## src/rtl/pwm_shadow_regs.sv

```systemverilog
// PCA9685-style register file with per-channel dirty tracking and shadow ON/OFF words.
// Writes land in one cycle; commits appear one cycle after the qualifying non-write cycle; no backpressure.
module pwm_shadow_regs #(
    parameter int          NUM_CH    = 16,
    parameter int          BASE_ADDR = 6,
    parameter logic [7:0]  ALL_ADDR  = 8'hFA,
    parameter logic [7:0]  PRE_ADDR  = 8'hFE,
    parameter logic [7:0]  PRE_RST   = 8'h1E
) (
    input  logic                   clk_i,
    input  logic                   rst_ni,
    input  logic                   wr_en_i,
    input  logic [7:0]             wr_addr_i,
    input  logic [7:0]             wr_data_i,
    input  logic [7:0]             rd_addr_i,
    output logic [7:0]             rd_data_o,
    input  logic                   i2c_stop_i,
    output logic [7:0]             mode1_o,
    output logic [7:0]             mode2_o,
    output logic [7:0]             prescale_o,
    output logic [13*NUM_CH-1:0]   led_on_o,
    output logic [13*NUM_CH-1:0]   led_off_o,
    output logic [NUM_CH-1:0]      commit_o
);

    localparam int GEN_N = BASE_ADDR - 2;

    logic [7:0]        mode1_q, mode1_d, mode2_q, mode2_d, pre_q, pre_d;
    logic [7:0]        gen_q [GEN_N];
    logic [7:0]        gen_d [GEN_N];
    logic [7:0]        led_q [NUM_CH][4];
    logic [7:0]        led_d [NUM_CH][4];
    logic [3:0]        dirty_q [NUM_CH];
    logic [3:0]        dirty_d [NUM_CH];
    logic [12:0]       on_q [NUM_CH];
    logic [12:0]       on_d [NUM_CH];
    logic [12:0]       off_q [NUM_CH];
    logic [12:0]       off_d [NUM_CH];
    logic [NUM_CH-1:0] commit_q, commit_d;
    logic [7:0]        rd_q, rd_d;
    logic              stop_pend_q, stop_pend_d;
    logic              stop_now;

    always_comb begin
        mode1_d     = mode1_q;
        mode2_d     = mode2_q;
        pre_d       = pre_q;
        gen_d       = gen_q;
        led_d       = led_q;
        dirty_d     = dirty_q;
        on_d        = on_q;
        off_d       = off_q;
        commit_d    = '0;
        rd_d        = 8'h00;
        // A stop that collides with a write is deferred to the first non-write cycle
        stop_now    = (i2c_stop_i | stop_pend_q) & ~wr_en_i;
        stop_pend_d = (i2c_stop_i | stop_pend_q) & wr_en_i;

        if (!wr_en_i) begin
            for (int n = 0; n < NUM_CH; n++) begin
                if (mode2_q[3] ? (&dirty_q[n]) : (stop_now && (|dirty_q[n]))) begin
                    on_d[n]     = {led_q[n][1][4:0], led_q[n][0]};
                    off_d[n]    = {led_q[n][3][4:0], led_q[n][2]};
                    dirty_d[n]  = 4'b0000;
                    commit_d[n] = 1'b1;
                end
            end
            if (|commit_d) begin
                mode1_d[7] = 1'b0;
            end
        end else begin
            if (wr_addr_i == 8'h00) mode1_d = wr_data_i;
            if (wr_addr_i == 8'h01) mode2_d = wr_data_i;
            if (wr_addr_i == PRE_ADDR && mode1_q[4]) pre_d = wr_data_i;
            for (int i = 0; i < GEN_N; i++) begin
                if (wr_addr_i == 8'(i + 2)) gen_d[i] = wr_data_i;
            end
            for (int n = 0; n < NUM_CH; n++) begin
                for (int k = 0; k < 4; k++) begin
                    if (wr_addr_i == 8'(BASE_ADDR + 4*n + k) || wr_addr_i == ALL_ADDR + 8'(k)) begin
                        led_d[n][k]   = wr_data_i;
                        dirty_d[n][k] = 1'b1;
                    end
                end
            end
        end

        if (rd_addr_i == 8'h00) rd_d = mode1_q;
        if (rd_addr_i == 8'h01) rd_d = mode2_q;
        if (rd_addr_i == PRE_ADDR) rd_d = pre_q;
        for (int i = 0; i < GEN_N; i++) begin
            if (rd_addr_i == 8'(i + 2)) rd_d = gen_q[i];
        end
        for (int n = 0; n < NUM_CH; n++) begin
            for (int k = 0; k < 4; k++) begin
                if (rd_addr_i == 8'(BASE_ADDR + 4*n + k)) rd_d = led_q[n][k];
            end
        end
    end

    always_ff @(posedge clk_i or negedge rst_ni) begin
        if (!rst_ni) begin
            mode1_q     <= 8'h11;
            mode2_q     <= 8'h04;
            pre_q       <= PRE_RST;
            commit_q    <= '0;
            rd_q        <= 8'h00;
            stop_pend_q <= 1'b0;
            for (int i = 0; i < GEN_N; i++) gen_q[i] <= 8'h00;
            for (int n = 0; n < NUM_CH; n++) begin
                for (int k = 0; k < 4; k++) led_q[n][k] <= 8'h00;
                dirty_q[n] <= 4'b0000;
                on_q[n]    <= 13'h0000;
                off_q[n]   <= 13'h0000;
            end
        end else begin
            mode1_q     <= mode1_d;
            mode2_q     <= mode2_d;
            pre_q       <= pre_d;
            commit_q    <= commit_d;
            rd_q        <= rd_d;
            stop_pend_q <= stop_pend_d;
            gen_q       <= gen_d;
            led_q       <= led_d;
            dirty_q     <= dirty_d;
            on_q        <= on_d;
            off_q       <= off_d;
        end
    end

    for (genvar n = 0; n < NUM_CH; n++) begin : g_pack
        assign led_on_o[13*n +: 13]  = on_q[n];
        assign led_off_o[13*n +: 13] = off_q[n];
    end

    assign mode1_o    = mode1_q;
    assign mode2_o    = mode2_q;
    assign prescale_o = pre_q;
    assign commit_o   = commit_q;
    assign rd_data_o  = rd_q;

endmodule
```

## config.mk

```make
export PLATFORM = sky130hd
export DESIGN_NAME = pwm_shadow_regs
export DESIGN_NICKNAME = d
export VERILOG_FILES = /design/src/rtl/pwm_shadow_regs.sv
export SDC_FILE = /design/constraint.sdc
export NUM_CORES = 2
export LEC_CHECK = 0
export CAP_MARGIN = 20
export CORE_MARGIN = 3
export CORE_UTILIZATION = 57
export CTS_CLUSTER_SIZE = 30
export DETAILED_ROUTE_END_ITERATION = 10
export PLACE_DENSITY = 0.85
export SLEW_MARGIN = 10
export SYNTH_ARGS = -nofsm -noshare
export SYNTH_HDL_FRONTEND = slang
export SYNTH_SLANG_ARGS = --single-unit
export TNS_END_PERCENT = 5
```

## constraint.sdc

```tcl
create_clock -name clk_i -period 3.28 [get_ports clk_i]
set_clock_uncertainty 0.2 [all_clocks]
set_input_delay 0.328 -clock clk_i [delete_from_list [all_inputs] [get_ports clk_i]]
set_output_delay 0.328 -clock clk_i [all_outputs]
set_load 0.01 [all_outputs]
```

==> summary.md <==
| Metric | Value |
|---|---|
| Clk buf depth | 3 |
| Met1 Track Usage GR | 0.593 |
| Register area share after synthesis | 0.569 |
| GRT Total Usage | 0.442 |
| Core Rows | around 100 |
| Residual DRC | 2 |
| Post-layout minimum cycle time | 3230 ps |
| Design area | 60,000 um2 |
| Tightest Pin Transition | around 1100 ps |
| Failing checks | design-rule violations |
| RD Place Congestion | approximately 1.0 |
| Syn Inst Count | between 3,000 and 4,000 |
| Via count | roughly 38,000 |
| Final Cycle Share | 0.986 |
| Hold Vio Cnt, Final | 0 |
| Crit-path cells | clkdlybuf4s50_1 -> buf_4 -> buf_4 -> nand4bb_1 -> nor3_1 -> buf_4 -> a21oi_1 -> a2111oi_0 -> a211oi_1 -> nor2_1 -> buf_4 -> o211ai_1 |
| TritonCTS Sinks | between 1,000 and 1,500 |
| Top-count cell post-synth | dfrtp_1 |
| Max Cap Violations | 0 |
| CTS buffer count | 105 |
| F_max | around 0.31 GHz |
| Hold crit path type | in2reg |
| Number of synthesized register bits | between 1,000 and 1,500 |
| Post-route antenna net violation count | 0 |
| Post-cts resize count | 0 |
| Fill count | 5,268 |
| Post-DP HPWL | roughly 140,000 um |
| Critical path arrival | about 3600 ps |
| Drt initial violations | 5,325 |
| Reg-to-reg critical path endpoint | rd_data_o[2]$_DFF_PN0_ |
| WHS Endpoint | led_q[325]$_DFFE_PN0P_ |
| Starting Density | 0.581 |
| Area occupied by multi-input gates | 19,100 um2 |
| Startpoint types | input pin |
| CP Max Fanout | 5 |
| CP endpoint kind | flip-flop |
| DIE HEIGHT | 294 um |
| Dpl ws | -522 ps |
| Port Buf Inserts | 491 |
| Met3 GRT Util | 0.120 |
| Routed Wire Length | around 190,000 um |
| Gr busiest metal | met2 |
| Fin nets | 4,542 |
| Pwr per Cell Area | between 600 and 700 nW/um2 |
| Clk slew on worst S/H paths | 70 ps |
| H-Tree Depth | 3 |
| Crit Path Class | in2reg |
| Die width | 294 um |
| Post-Syn Nets | approximately 3,700 |
| Critical path buffer and inverter count | 5 |
| Slew margin rel. | 0.243 |
| Share of cells above drive strength 1 | 0.373 |
| WHS Path Cells | 3 |
| Asr flop ratio synth | 1.00 |
| Reg2Reg Depth | 10 |
| Pin count of the biggest net entering global routing | ~120 |
| Core area | about 81,000 um2 |
| Clock Root Buffer | clkbuf_16 |
| CP most frequent cell | buf_4 |
| Placed cell area | between 50,000 and 60,000 um2 |
| TritonRoute pass-1 iters | 10 |
| CTS tree | built |
| Peak VDD IR | 0.491 mV |
| Worst skew pair latency | approximately 700 ps |
| Synth cell count leaders | 1,066 x dfrtp_1, 952 x mux2_2, 192 x nand2_1 |
| Met2 usage | 0.678 |
| Avg Vias per Cell | a little under 7 |
| Total number of yosys warnings | 0 |
| Num ports | between 400 and 500 |
| Pleak | 0.0286 uW |
| Synth-to-Final Area Change | 27.1% |
| Slowest library cell on the worst path | a2111oi_0 |
| Number of global-route vias before repair | around 38,000 |
| Mapped cell area | between 40,000 and 50,000 um2 |
| Final Setup Violations | 0 |
| Synth top area cells | dfrtp_1 56%, mux2_2 23%, o21ai_0 1.9% |
| Register area | approximately 27,000 um2 |
| Hold_sp | wr_data_i[5] |
| Primary FF master, synth | dfrtp_1 |
| GRT overflow | 0 |
| R2r setup slk | about 160 ps |
| Yosys top cell by area | dfrtp_1 |
| Wire length per cell | roughly 34 um |
| Unique masters post-synth | approximately 90 |
| Unrepaired setup endpoints after global routing | false |
| Worst Slack Setup Final | ~46 ps |
| Yosys top cell area share | 0.565 |
| Post-CTS Hold Buffers | 2 |
| Initial antenna violation count | 7 |
| Status | finished with violations |
| Required time of the worst setup path | 3630 ps |
| Number of synthesized flops with an enable pin | 0 |
| Fin. max-slew vios | 0 |
| Largest delay share family, worst path | buffers and inverters |
| Post-CTS Setup Inserts | 0 |
| Syn Area/Cell | around 13 um2 |
| Reg2reg start | led_q[90]$_DFFE_PN0P_ |
| Total Die Area | 86,400 um2 |
| Crit-path max cell delay | roughly 690 ps |
| Global-route wire length before repair | between 200,000 and 300,000 um |
## report_power, final
| group | switching, uW | total (uW) | leakage, uW | internal, uW |
|---|---|---|---|---|
| Clock | 5450 | 12600 | 0.00181 | 7200 |
| Sequential | 1640 | 16800 | 0.0146 | 15200 |
| Combinational | 3550 | 7690 | 0.0122 | 4150 |
## registers in the layout, indices dropped and copies added (netlist names)
name	flops
prescale_o	8
commit_o	16
dirty_q	64
led_off_o	208
mode1_o	8
led_q	512
stop_pend_q	1
gen_q	32
rd_data_o	8
led_on_o	208
mode2_o	8
## area by class of cell
type	instances	share of cell area
Sequential cell	1073	0.448
Antenna cell	7	0.000292
Inverter	36	0.00225
Clock buffer	151	0.0519
Tap cell	1060	0.0221
Multi-Input combinational cell	2341	0.318
Timing Repair Buffer	957	0.149
Clock inverter	44	0.00896
## cells by family after synthesis
| kind of cell | share of synthesized area |
|---|---|
| compound gates | 0.102 |
| buf+inv | 0.0293 |
| flops | 0.569 |
| mux | 0.234 |
| simple gates | 0.0657 |
## metrics by stage
step	cells	power [uW]	utilization	setup TNS [ps]	hold WS [ps]
4_1_cts	5661	37100	0.738	0	30.7
3_3_place_gp	5463	24200	0.692	-1890	193
3_5_place_dp	5464	24500	0.692	-2040	207
6_report	5669	37100	0.738	0	90.1
5_1_grt	5662	38200	0.738	0	84.9
2_1_floorplan	3707	19600	-	0	-168
## how the worst max path moves through the flow
| stage | from | endpoint | depth (start not counted) |
|---|---|---|---|
| after global routing | rd_addr_i[7] | rd_data_o[2]$_DFF_PN0_ | 12 |
| after floorplan | mode2_o[3]$_DFFE_PN0P_ | led_off_o[161]$_DFFE_PN0P_ | 10 |
| final | rd_addr_i[7] | rd_data_o[2]$_DFF_PN0_ | 12 |
| after CTS | rd_addr_i[7] | rd_data_o[2]$_DFF_PN0_ | 12 |
| after global placement | rd_addr_i[7] | rd_data_o[2]$_DFF_PN0_ | 12 |
| after detailed placement | rd_addr_i[7] | rd_data_o[2]$_DFF_PN0_ | 12 |
## metal layers
metal  vias up  wire length (um)
met3       606             23800
li1      15200                 -
met5         -                28
met1     19500             71500
met4         4             10400
met2      2820             86500
## cell usage in the layout (no fill, tap or decap), types with 11 or more instances in the layout
cell type,instances
a21oi_2,17
buf_12,46
nor2_2,31
mux2i_1,31
o31ai_1,13
a221oi_1,27
mux2_2,952
o211ai_1,23
a21oi_1,157
o22ai_1,59
clkinv_2,23
a211oi_1,19
nor3_1,51
buf_4,422
clkdlybuf4s50_1,478
o21ai_2,13
clkbuf_8,29
nand3_1,29
a22oi_1,36
nand4_1,27
o21ai_0,175
nor2b_1,13
a31oi_1,21
nor2_1,173
nand2_1,192
clkbuf_16,106
o221ai_1,15
a21o_1,36
o21ai_1,22
a221o_1,11
inv_1,34
clkbuf_1,16
dfrtp_1,1066
## worst min-delay path: stages
cell     delay [ps]
buf_2           350
nand2_1         140
o21ai_0          70
No activity file was read; power rests on OpenSTA's default activity.
